===== src/rtl/dvp_pkg.sv =====
// Shared definitions for the DVP capture path: FSM encoding, vsync edge helpers
// and the RGB565 colour-bar table used by the optional test pattern.
package dvp_pkg;

    typedef enum logic [1:0] {
        ST_IDLE    = 2'd0,
        ST_WAIT_FS = 2'd1,
        ST_ACTIVE  = 2'd2,
        ST_SKIP    = 2'd3
    } state_t;

    localparam int SKIP_W = 4;

    // Index 0 sits at the LSB end: white, yellow, cyan, green, magenta, red, blue, black.
    localparam logic [7:0][15:0] BAR_RGB565 = {
        16'h0000, 16'h001F, 16'hF800, 16'hF81F,
        16'h07E0, 16'h07FF, 16'hFFE0, 16'hFFFF
    };

    // Frame start: vsync leaves its blanking level.
    function automatic logic is_fs(input logic vs_prev, input logic vs_cur, input logic vs_pol);
        return (vs_prev == vs_pol) && (vs_cur != vs_pol);
    endfunction

    // Frame end: vsync returns to its blanking level.
    function automatic logic is_fe(input logic vs_prev, input logic vs_cur, input logic vs_pol);
        return (vs_prev != vs_pol) && (vs_cur == vs_pol);
    endfunction

endpackage


===== src/rtl/dvp_capture_win_beat_pack.sv =====
// Registers the raw DVP inputs once and packs bus beats into pixels, tracking
// the column of each completed pixel and flagging lines that end mid-pixel.
module dvp_beat_pack
    import dvp_pkg::*;
#(
    parameter int DATA_W        = 8,
    parameter int BYTES_PER_PIX = 2,
    parameter int X_W           = 12,
    parameter bit VS_POL        = 1'b1
) (
    input  logic                            i_clk,
    input  logic                            i_rst,
    input  logic                            i_vsync,
    input  logic                            i_href,
    input  logic [DATA_W-1:0]               i_din,
    output logic                            o_vsync,
    output logic [DATA_W*BYTES_PER_PIX-1:0] o_pixel,
    output logic                            o_done,
    output logic [X_W-1:0]                  o_col,
    output logic                            o_line_end,
    output logic                            o_line_err
);

    localparam int PIX_W = DATA_W * BYTES_PER_PIX;

    logic              r_vsync;
    logic              r_href;
    logic              r_href_d;
    logic [DATA_W-1:0] r_din;
    logic [1:0]        r_beat;
    logic [PIX_W-1:0]  r_acc;
    logic [X_W-1:0]    r_col;
    logic [PIX_W-1:0]  r_pixel;
    logic              r_done;
    logic [X_W-1:0]    r_col_out;
    logic              r_line_end;
    logic              r_line_err;

    logic [PIX_W+DATA_W-1:0] w_cat;
    logic [PIX_W-1:0]        w_shift;
    logic                    w_last;

    // First beat ends up in the MS part after the final shift.
    assign w_cat   = {r_acc, r_din};
    assign w_shift = w_cat[PIX_W-1:0];
    assign w_last  = (r_beat == 2'(BYTES_PER_PIX - 1));

    always_ff @(posedge i_clk) begin
        if (i_rst) begin
            r_vsync    <= ~VS_POL;
            r_href     <= 1'b0;
            r_href_d   <= 1'b0;
            r_din      <= '0;
            r_beat     <= '0;
            r_acc      <= '0;
            r_col      <= '0;
            r_pixel    <= '0;
            r_done     <= 1'b0;
            r_col_out  <= '0;
            r_line_end <= 1'b0;
            r_line_err <= 1'b0;
        end else begin
            r_vsync    <= i_vsync;
            r_href     <= i_href;
            r_din      <= i_din;
            r_href_d   <= r_href;
            r_done     <= 1'b0;
            r_line_end <= 1'b0;
            r_line_err <= 1'b0;
            if (r_href) begin
                r_acc <= w_shift;
                if (w_last) begin
                    r_pixel   <= w_shift;
                    r_done    <= 1'b1;
                    r_col_out <= r_col;
                    r_col     <= r_col + X_W'(1);
                    r_beat    <= '0;
                end else begin
                    r_beat <= r_beat + 2'd1;
                end
            end else begin
                r_beat <= '0;
                r_col  <= '0;
                if (r_href_d) begin
                    r_line_end <= 1'b1;
                    r_line_err <= (r_beat != 2'd0);
                end
            end
        end
    end

    assign o_vsync    = r_vsync;
    assign o_pixel    = r_pixel;
    assign o_done     = r_done;
    assign o_col      = r_col_out;
    assign o_line_end = r_line_end;
    assign o_line_err = r_line_err;

endmodule


===== src/rtl/dvp_capture_win.sv =====
// DVP capture with runtime crop window and frame decimation, sop/eop framed output.
// Optional colour-bar test pattern with tp_sel input when DVP_TEST_PATTERN_EN is defined.
//
//   state      | meaning
//   IDLE       | capture disabled, waiting for cap_en
//   WAIT_FS    | armed, waiting for a frame start to latch the window
//   ACTIVE     | capturing the current frame
//   SKIP       | dropping frames until the skip counter runs out
module dvp_capture_win
    import dvp_pkg::*;
#(
    parameter int DATA_W        = 8,
    parameter int BYTES_PER_PIX = 2,
    parameter int X_W           = 12,
    parameter int Y_W           = 12,
    parameter bit VS_POL        = 1'b1,
    parameter int FCNT_W        = 8
) (
    input  logic                            i_clk,
    input  logic                            i_rst,
    input  logic                            i_cap_en,
    input  logic                            i_cmos_vsync,
    input  logic                            i_cmos_href,
    input  logic [DATA_W-1:0]               i_cmos_din,
    input  logic [X_W-1:0]                  i_win_x0,
    input  logic [X_W-1:0]                  i_win_w,
    input  logic [Y_W-1:0]                  i_win_y0,
    input  logic [Y_W-1:0]                  i_win_h,
    input  logic [SKIP_W-1:0]               i_skip_n,
`ifdef DVP_TEST_PATTERN_EN
    input  logic                            i_tp_sel,
`endif
    output logic [DATA_W*BYTES_PER_PIX-1:0] o_pixel,
    output logic                            o_pixel_vld,
    output logic                            o_pixel_sop,
    output logic                            o_pixel_eop,
    output logic [FCNT_W-1:0]               o_frame_cnt,
    output logic                            o_frame_err,
    output logic                            o_line_err
);

    localparam int PIX_W = DATA_W * BYTES_PER_PIX;

    logic             w_vs;
    logic [PIX_W-1:0] w_pix;
    logic             w_done;
    logic [X_W-1:0]   w_col;
    logic             w_line_end;
    logic             w_line_err;

    dvp_beat_pack #(
        .DATA_W        (DATA_W),
        .BYTES_PER_PIX (BYTES_PER_PIX),
        .X_W           (X_W),
        .VS_POL        (VS_POL)
    ) u_beat_pack (
        .i_clk      (i_clk),
        .i_rst      (i_rst),
        .i_vsync    (i_cmos_vsync),
        .i_href     (i_cmos_href),
        .i_din      (i_cmos_din),
        .o_vsync    (w_vs),
        .o_pixel    (w_pix),
        .o_done     (w_done),
        .o_col      (w_col),
        .o_line_end (w_line_end),
        .o_line_err (w_line_err)
    );

    state_t            r_state;
    logic              r_vs_d;
    logic [Y_W-1:0]    r_line;
    logic [X_W-1:0]    r_x0;
    logic [X_W-1:0]    r_w;
    logic [Y_W-1:0]    r_y0;
    logic [Y_W-1:0]    r_h;
    logic [SKIP_W-1:0] r_skip_lat;
    logic [SKIP_W-1:0] r_skip_cnt;
    logic              r_sop_seen;
    logic              r_eop_seen;
    logic [PIX_W-1:0]  r_pixel;
    logic              r_vld;
    logic              r_sop;
    logic              r_eop;
    logic [FCNT_W-1:0] r_frame_cnt;
    logic              r_frame_err;
    logic              r_line_err;

    logic             w_fs;
    logic             w_fe;
    logic [X_W-1:0]   w_dx;
    logic [Y_W-1:0]   w_dy;
    logic             w_in;
    logic             w_sop;
    logic             w_eop;
    logic             w_emit;
    logic             w_latch;
    logic [PIX_W-1:0] w_pix_sel;

    assign w_fs = is_fs(r_vs_d, w_vs, VS_POL);
    assign w_fe = is_fe(r_vs_d, w_vs, VS_POL);

    // Explicit lower bound keeps positions left/above the window from wrapping in.
    assign w_dx  = w_col - r_x0;
    assign w_dy  = r_line - r_y0;
    assign w_in  = (w_col >= r_x0) && (w_dx < r_w) && (r_line >= r_y0) && (w_dy < r_h);
    assign w_sop = (w_col == r_x0) && (r_line == r_y0);
    assign w_eop = (w_col == r_x0 + r_w - X_W'(1)) && (r_line == r_y0 + r_h - Y_W'(1));
    assign w_emit = w_done && w_in && (r_state == ST_ACTIVE);

    assign w_latch = i_cap_en && w_fs &&
                     ((r_state == ST_WAIT_FS) || ((r_state == ST_SKIP) && (r_skip_cnt == '0)));

`ifdef DVP_TEST_PATTERN_EN
    logic [15:0]      w_bar16;
    logic [PIX_W-1:0] w_bar;

    assign w_bar16 = BAR_RGB565[w_dx[X_W-1 -: 3]];

    always_comb begin
        w_bar = '0;
        for (int i = 0; i < PIX_W; i++) begin
            w_bar[PIX_W-1-i] = w_bar16[15 - (i % 16)];
        end
    end

    assign w_pix_sel = i_tp_sel ? w_bar : w_pix;
`else
    assign w_pix_sel = w_pix;
`endif

    always_ff @(posedge i_clk) begin
        if (i_rst) begin
            r_state     <= ST_IDLE;
            r_vs_d      <= ~VS_POL;
            r_line      <= '0;
            r_x0        <= '0;
            r_w         <= '0;
            r_y0        <= '0;
            r_h         <= '0;
            r_skip_lat  <= '0;
            r_skip_cnt  <= '0;
            r_sop_seen  <= 1'b0;
            r_eop_seen  <= 1'b0;
            r_pixel     <= '0;
            r_vld       <= 1'b0;
            r_sop       <= 1'b0;
            r_eop       <= 1'b0;
            r_frame_cnt <= '0;
            r_frame_err <= 1'b0;
            r_line_err  <= 1'b0;
        end else begin
            r_vs_d      <= w_vs;
            r_vld       <= 1'b0;
            r_sop       <= 1'b0;
            r_eop       <= 1'b0;
            r_frame_err <= 1'b0;
            r_line_err  <= w_line_err;

            if (w_fs) begin
                r_line <= '0;
            end else if (w_line_end) begin
                r_line <= r_line + Y_W'(1);
            end

            if (w_done) begin
                r_pixel <= w_pix_sel;
            end

            if (w_emit) begin
                r_vld <= 1'b1;
                r_sop <= w_sop;
                r_eop <= w_eop;
                if (w_sop) r_sop_seen <= 1'b1;
                if (w_eop) begin
                    r_eop_seen  <= 1'b1;
                    r_frame_cnt <= r_frame_cnt + FCNT_W'(1);
                end
            end

            if (w_latch) begin
                r_x0       <= i_win_x0;
                r_w        <= i_win_w;
                r_y0       <= i_win_y0;
                r_h        <= i_win_h;
                r_skip_lat <= i_skip_n;
                r_sop_seen <= 1'b0;
                r_eop_seen <= 1'b0;
            end

            if (!i_cap_en) begin
                r_state <= ST_IDLE;
            end else begin
                case (r_state)
                    ST_IDLE:    r_state <= ST_WAIT_FS;
                    ST_WAIT_FS: if (w_fs) r_state <= ST_ACTIVE;
                    ST_ACTIVE: begin
                        if (w_fe) begin
                            r_frame_err <= r_sop_seen && !r_eop_seen;
                            if (r_skip_lat == '0) begin
                                r_state <= ST_WAIT_FS;
                            end else begin
                                r_state    <= ST_SKIP;
                                r_skip_cnt <= r_skip_lat;
                            end
                        end
                    end
                    ST_SKIP: begin
                        if (w_fs) begin
                            if (r_skip_cnt == '0) r_state <= ST_ACTIVE;
                            else                  r_skip_cnt <= r_skip_cnt - SKIP_W'(1);
                        end
                    end
                    default: r_state <= ST_IDLE;
                endcase
            end
        end
    end

    assign o_pixel     = r_pixel;
    assign o_pixel_vld = r_vld;
    assign o_pixel_sop = r_sop;
    assign o_pixel_eop = r_eop;
    assign o_frame_cnt = r_frame_cnt;
    assign o_frame_err = r_frame_err;
    assign o_line_err  = r_line_err;

endmodule


===== config.mk =====
export PLATFORM = sky130hd
export DESIGN_NAME = dvp_capture_win
export DESIGN_NICKNAME = d
export VERILOG_FILES = /design/src/rtl/dvp_pkg.sv /design/src/rtl/dvp_capture_win_beat_pack.sv /design/src/rtl/dvp_capture_win.sv
export SDC_FILE = /design/constraint.sdc
export NUM_CORES = 1
export LEC_CHECK = 0
export ABC_AREA = 1
export ABC_CLOCK_PERIOD_IN_PS = 4800
export BUFFER_PORTS_ARGS = -buffer_cell sky130_fd_sc_hd__clkbuf_2
export CORE_MARGIN = 8
export CORE_UTILIZATION = 60
export DETAILED_ROUTE_END_ITERATION = 12
export GPL_ROUTABILITY_DRIVEN = 0
export PLACE_DENSITY = 0.9
export REMOVE_ABC_BUFFERS = 1
export SLEW_MARGIN = 10
export SYNTH_ARGS = -nofsm -noshare
export SYNTH_HDL_FRONTEND = slang
export SYNTH_SLANG_ARGS = --single-unit

===== constraint.sdc =====
create_clock -name i_clk -period 4.8 [get_ports i_clk]
set_clock_uncertainty 0.2 [all_clocks]
set_input_delay 0.96 -clock i_clk [delete_from_list [all_inputs] [get_ports i_clk]]
set_output_delay 0.96 -clock i_clk [all_outputs]
set_load 0.01 [all_outputs]

==> flow_summary.yaml <==
critical_path:
  worst-setup-path-type: "reg -> reg"
  slowest_delay_ns: 0.42
  crit_buf_inv: 2
  required_ns: 4.91
  crit_family: "simple AND/OR/NAND/NOR gates"
  arrival_ns: 4.19
  worstPathCellList: "inv_1, ha_1, nand2_1, o21ai_0, a21oi_1, o21ai_0, a21oi_1, nor2_1, nor2_1, xnor2_1, ha_1, nand2_1, inv_1, nand3_1, nand4_1, nor2_2, nand2_2, nor3_4, nand3_4, nand2_1, a21oi_1"
  crit_path_end_kind: "register"
  slowest_stage: "nor3_4"
  cp_max_fo: 10
  start_kind: "register"
clock_network:
  clk_latency_ns: 0.45
  hold_buffers: 0
  cts-resized-gates: 0
  cts-htree-levels: 4
  max-clock-path-buffers: 2
  clk_pin_slew_worst_paths_ns: 0.08
  cts_setup_buffers: 0
  cts_sinks: 166
  ctsRootBufferMaster: "clkbuf_16"
  cts_made_buffers: 17
  cts_tree: "done"
sta:
  rsz0062_at_grt: "no"
  worstMarginPinSlew_ns: 1.118
  fin_crit_ns: 4.071
  fin_tns_setup_ns: 0
  slew_headroom_pct: 25.37
  finalMaxSlewViolations: 0
  setup_viol: 0
  min_period_over_period_pct: 84.81
  hold_viol: 0
  timing.fmax_ghz: 0.2457
final_layout:
  syn2layout_area_growth_pct: 13.03
  seq_area_sq_um: 3323
  antenna_cells: 0
  nets: 1620
  drive_gt1_share_pct: 10.82
  fin_cells: 1685
  final_cell_area_sq_um: 10950
  multiInputGateArea_sq_um: 5294
  fillers: 1240
synth:
  seq_area_frac_synth_pct: 34.31
  yosys-top-cells-area: "dfxtp_1 (34%), ha_1 (12%), inv_1 (9.5%)"
  syn_inst: 1374
  synth_top_area_share_pct: 34.31
  syn_area_sq_um: 9686
  synth_top_family_by_area: "simple AND/OR/NAND/NOR gates"
  synth_ff_type: "dfxtp_1"
  synth_common_cells: "inv_1 (245), nand2_1 (229), dfxtp_1 (166), a21oi_1 (146)"
  synth_top_area_cell: "dfxtp_1"
  avgSynthCellArea_sq_um: 7.049
  synth-xor-area-share_pct: 4.069
  synth_fa_ha_area_share_pct: 13.10
  synth-compound-area-share_pct: 15.90
  yosysMostFrequentCell: "inv_1"
  synthArstFlopShare_pct: 0
  synth_edf_count: 0
  ys_ff_latch: 166
  yosys.area_share.simple_pct: 21.56
  yosysUniqueCellTypes: 44
  ys_warn_count: 0
  muxShareOfSynthArea_pct: 0
drt:
  drtAntennaViolNets: 0
  drt_iter0_markers: 623
  vias: 9262
  drtPass1Iterations: 6
  vias_per_cell: 5.497
  postRouteWirelength_um: 24610
  drc: 0
  wl_per_cell_um: 14.60
placement:
  postPlaceCellArea_sq_um: 10320
  port_buffers: 93
  dp.final_hpwl_um: 17830
  place_inst: 1653
die:
  coreArea_sq_um: 15830
  num_rows: 46
  dieArea_sq_um: 20460
  ios: 94
  fp.dieH_um: 143.1
  start_util_pct: 61.19
  die_w_um: 143.1
power:
  p_leak_nw: 5.299
  power_density_nw_per_um2: 290.3
  peakVddDrop_mv: 0.2783
grt:
  grt_use_total_pct: 24.47
  grt_antenna_before_repair: 0
  grt.overflow.total: 0
  grt_pass1_wl_um: 40630
  grt_start_max_net_pins: 61
  grt_pass1_vias: 8876
run_status:
  status: "finished, final reports clean"
worst_hold_path:
  holdCritPathClass: "reg -> reg"
flow_run:
  cap_viol_max_count: 0
sequential cells by signal, summed over array words and instances, names as in the netlist, 2 cells and up:
signal               flops
o_pixel                 16
u_beat_pack.o_pixel     16
r_h                     12
r_line                  12
r_w                     12
r_x0                    12
r_y0                    12
u_beat_pack.o_col       12
u_beat_pack.r_col       12
o_frame_cnt              8
u_beat_pack.r_acc        8
u_beat_pack.r_din        8
r_skip_cnt               4
r_skip_lat               4
r_state                  2
u_beat_pack.r_beat       2
logic make-up (layout without fill, tap and decap cells):
logic type,Yosys count,in the layout
XOR/XNOR,45,45
adder cells (fa/ha/maj),99,99
AND/OR/NAND/NOR,483,483
buffers and inverters,285,380
flip-flops,166,166
AO/OA/AOI/OAI,296,296
worst register-to-register path, cell delays in order, from the launching register on:
cell and delay, ns:
dfxtp_1 0.32, inv_1 0.06, ha_1 0.37, nand2_1 0.09, o21ai_0 0.35, a21oi_1 0.19, o21ai_0 0.31, a21oi_1 0.11
nor2_1 0.11, nor2_1 0.06, xnor2_1 0.12, ha_1 0.29, nand2_1 0.07, inv_1 0.06, nand3_1 0.07, nand4_1 0.12
nor2_2 0.16, nand2_2 0.09, nor3_4 0.42, nand3_4 0.19, nand2_1 0.11, a21oi_1 0.06
final cells by class:
cell class | instances | area share (%)
clock buffers | 17 | 3.886
clock inverters | 15 | 1.806
inverters | 251 | 8.606
multi-input cells | 923 | 48.35
flip-flops and latches | 166 | 30.35
well taps | 216 | 2.469
repair buffers | 97 | 4.526
layout by cell type, fill, tap and decap left out, drive strengths merged, types with 5 or more instances in the layout:
master / n
dfxtp: 166
a31oi: 5
o22ai: 9
ha: 95
nand4: 13
nand2: 233
xor2: 25
xnor2: 20
nand3: 77
a21oi: 147
o21ai: 123
clkinv: 10
nor3: 23
nor2: 125
clkbuf: 110
inv: 255
or2: 5
power by group:
group,internal [W],switching [W],leakage (nW)
Clock,0.000713,0.000686,0.297
Sequential,0.00140,0.0000103,1.34
Combinational,0.000141,0.000233,3.66
Total,0.00225,0.000930,5.30
worst paths after layout:
check,end,cells after the start,startpoint,slack (ns)
worst max register to register,o_frame_cnt[6]$_SDFFE_PP0P_,21,r_x0[2]$_SDFFE_PP0P_,0.73
worst max-delay path,o_frame_cnt[6]$_SDFFE_PP0P_,21,r_x0[2]$_SDFFE_PP0P_,0.73
worst min-delay path,o_line_err$_SDFF_PP0_,2,u_beat_pack.o_line_err$_SDFF_PP0_,0.22
worst min register to register,o_line_err$_SDFF_PP0_,2,u_beat_pack.o_line_err$_SDFF_PP0_,0.22
per-layer routing:
layer	GRT usage, %	vias up	share of wire, %
li1	-	4605	-
met1	28.89	4171	42
met2	40.32	394	46
met3	5.476	92	7.3
met4	13.70	0	4.3
met5	0	-	0
stage by stage:
step	power [W]	setup slack, ns	utilization, %	hold WS (ns)
after floorplan	0.001697	1.378	-	0.1883
after detailed placement	0.001795	0.8824	65.23	0.2115
final	0.003179	0.7294	69.17	0.2156
after CTS	0.003176	0.7739	69.17	0.2241
after global placement	0.001780	1.081	65.23	0.2052
after global routing	0.003295	0.4088	69.17	0.2411
Note: power is estimated with default switching activity, not from simulation.
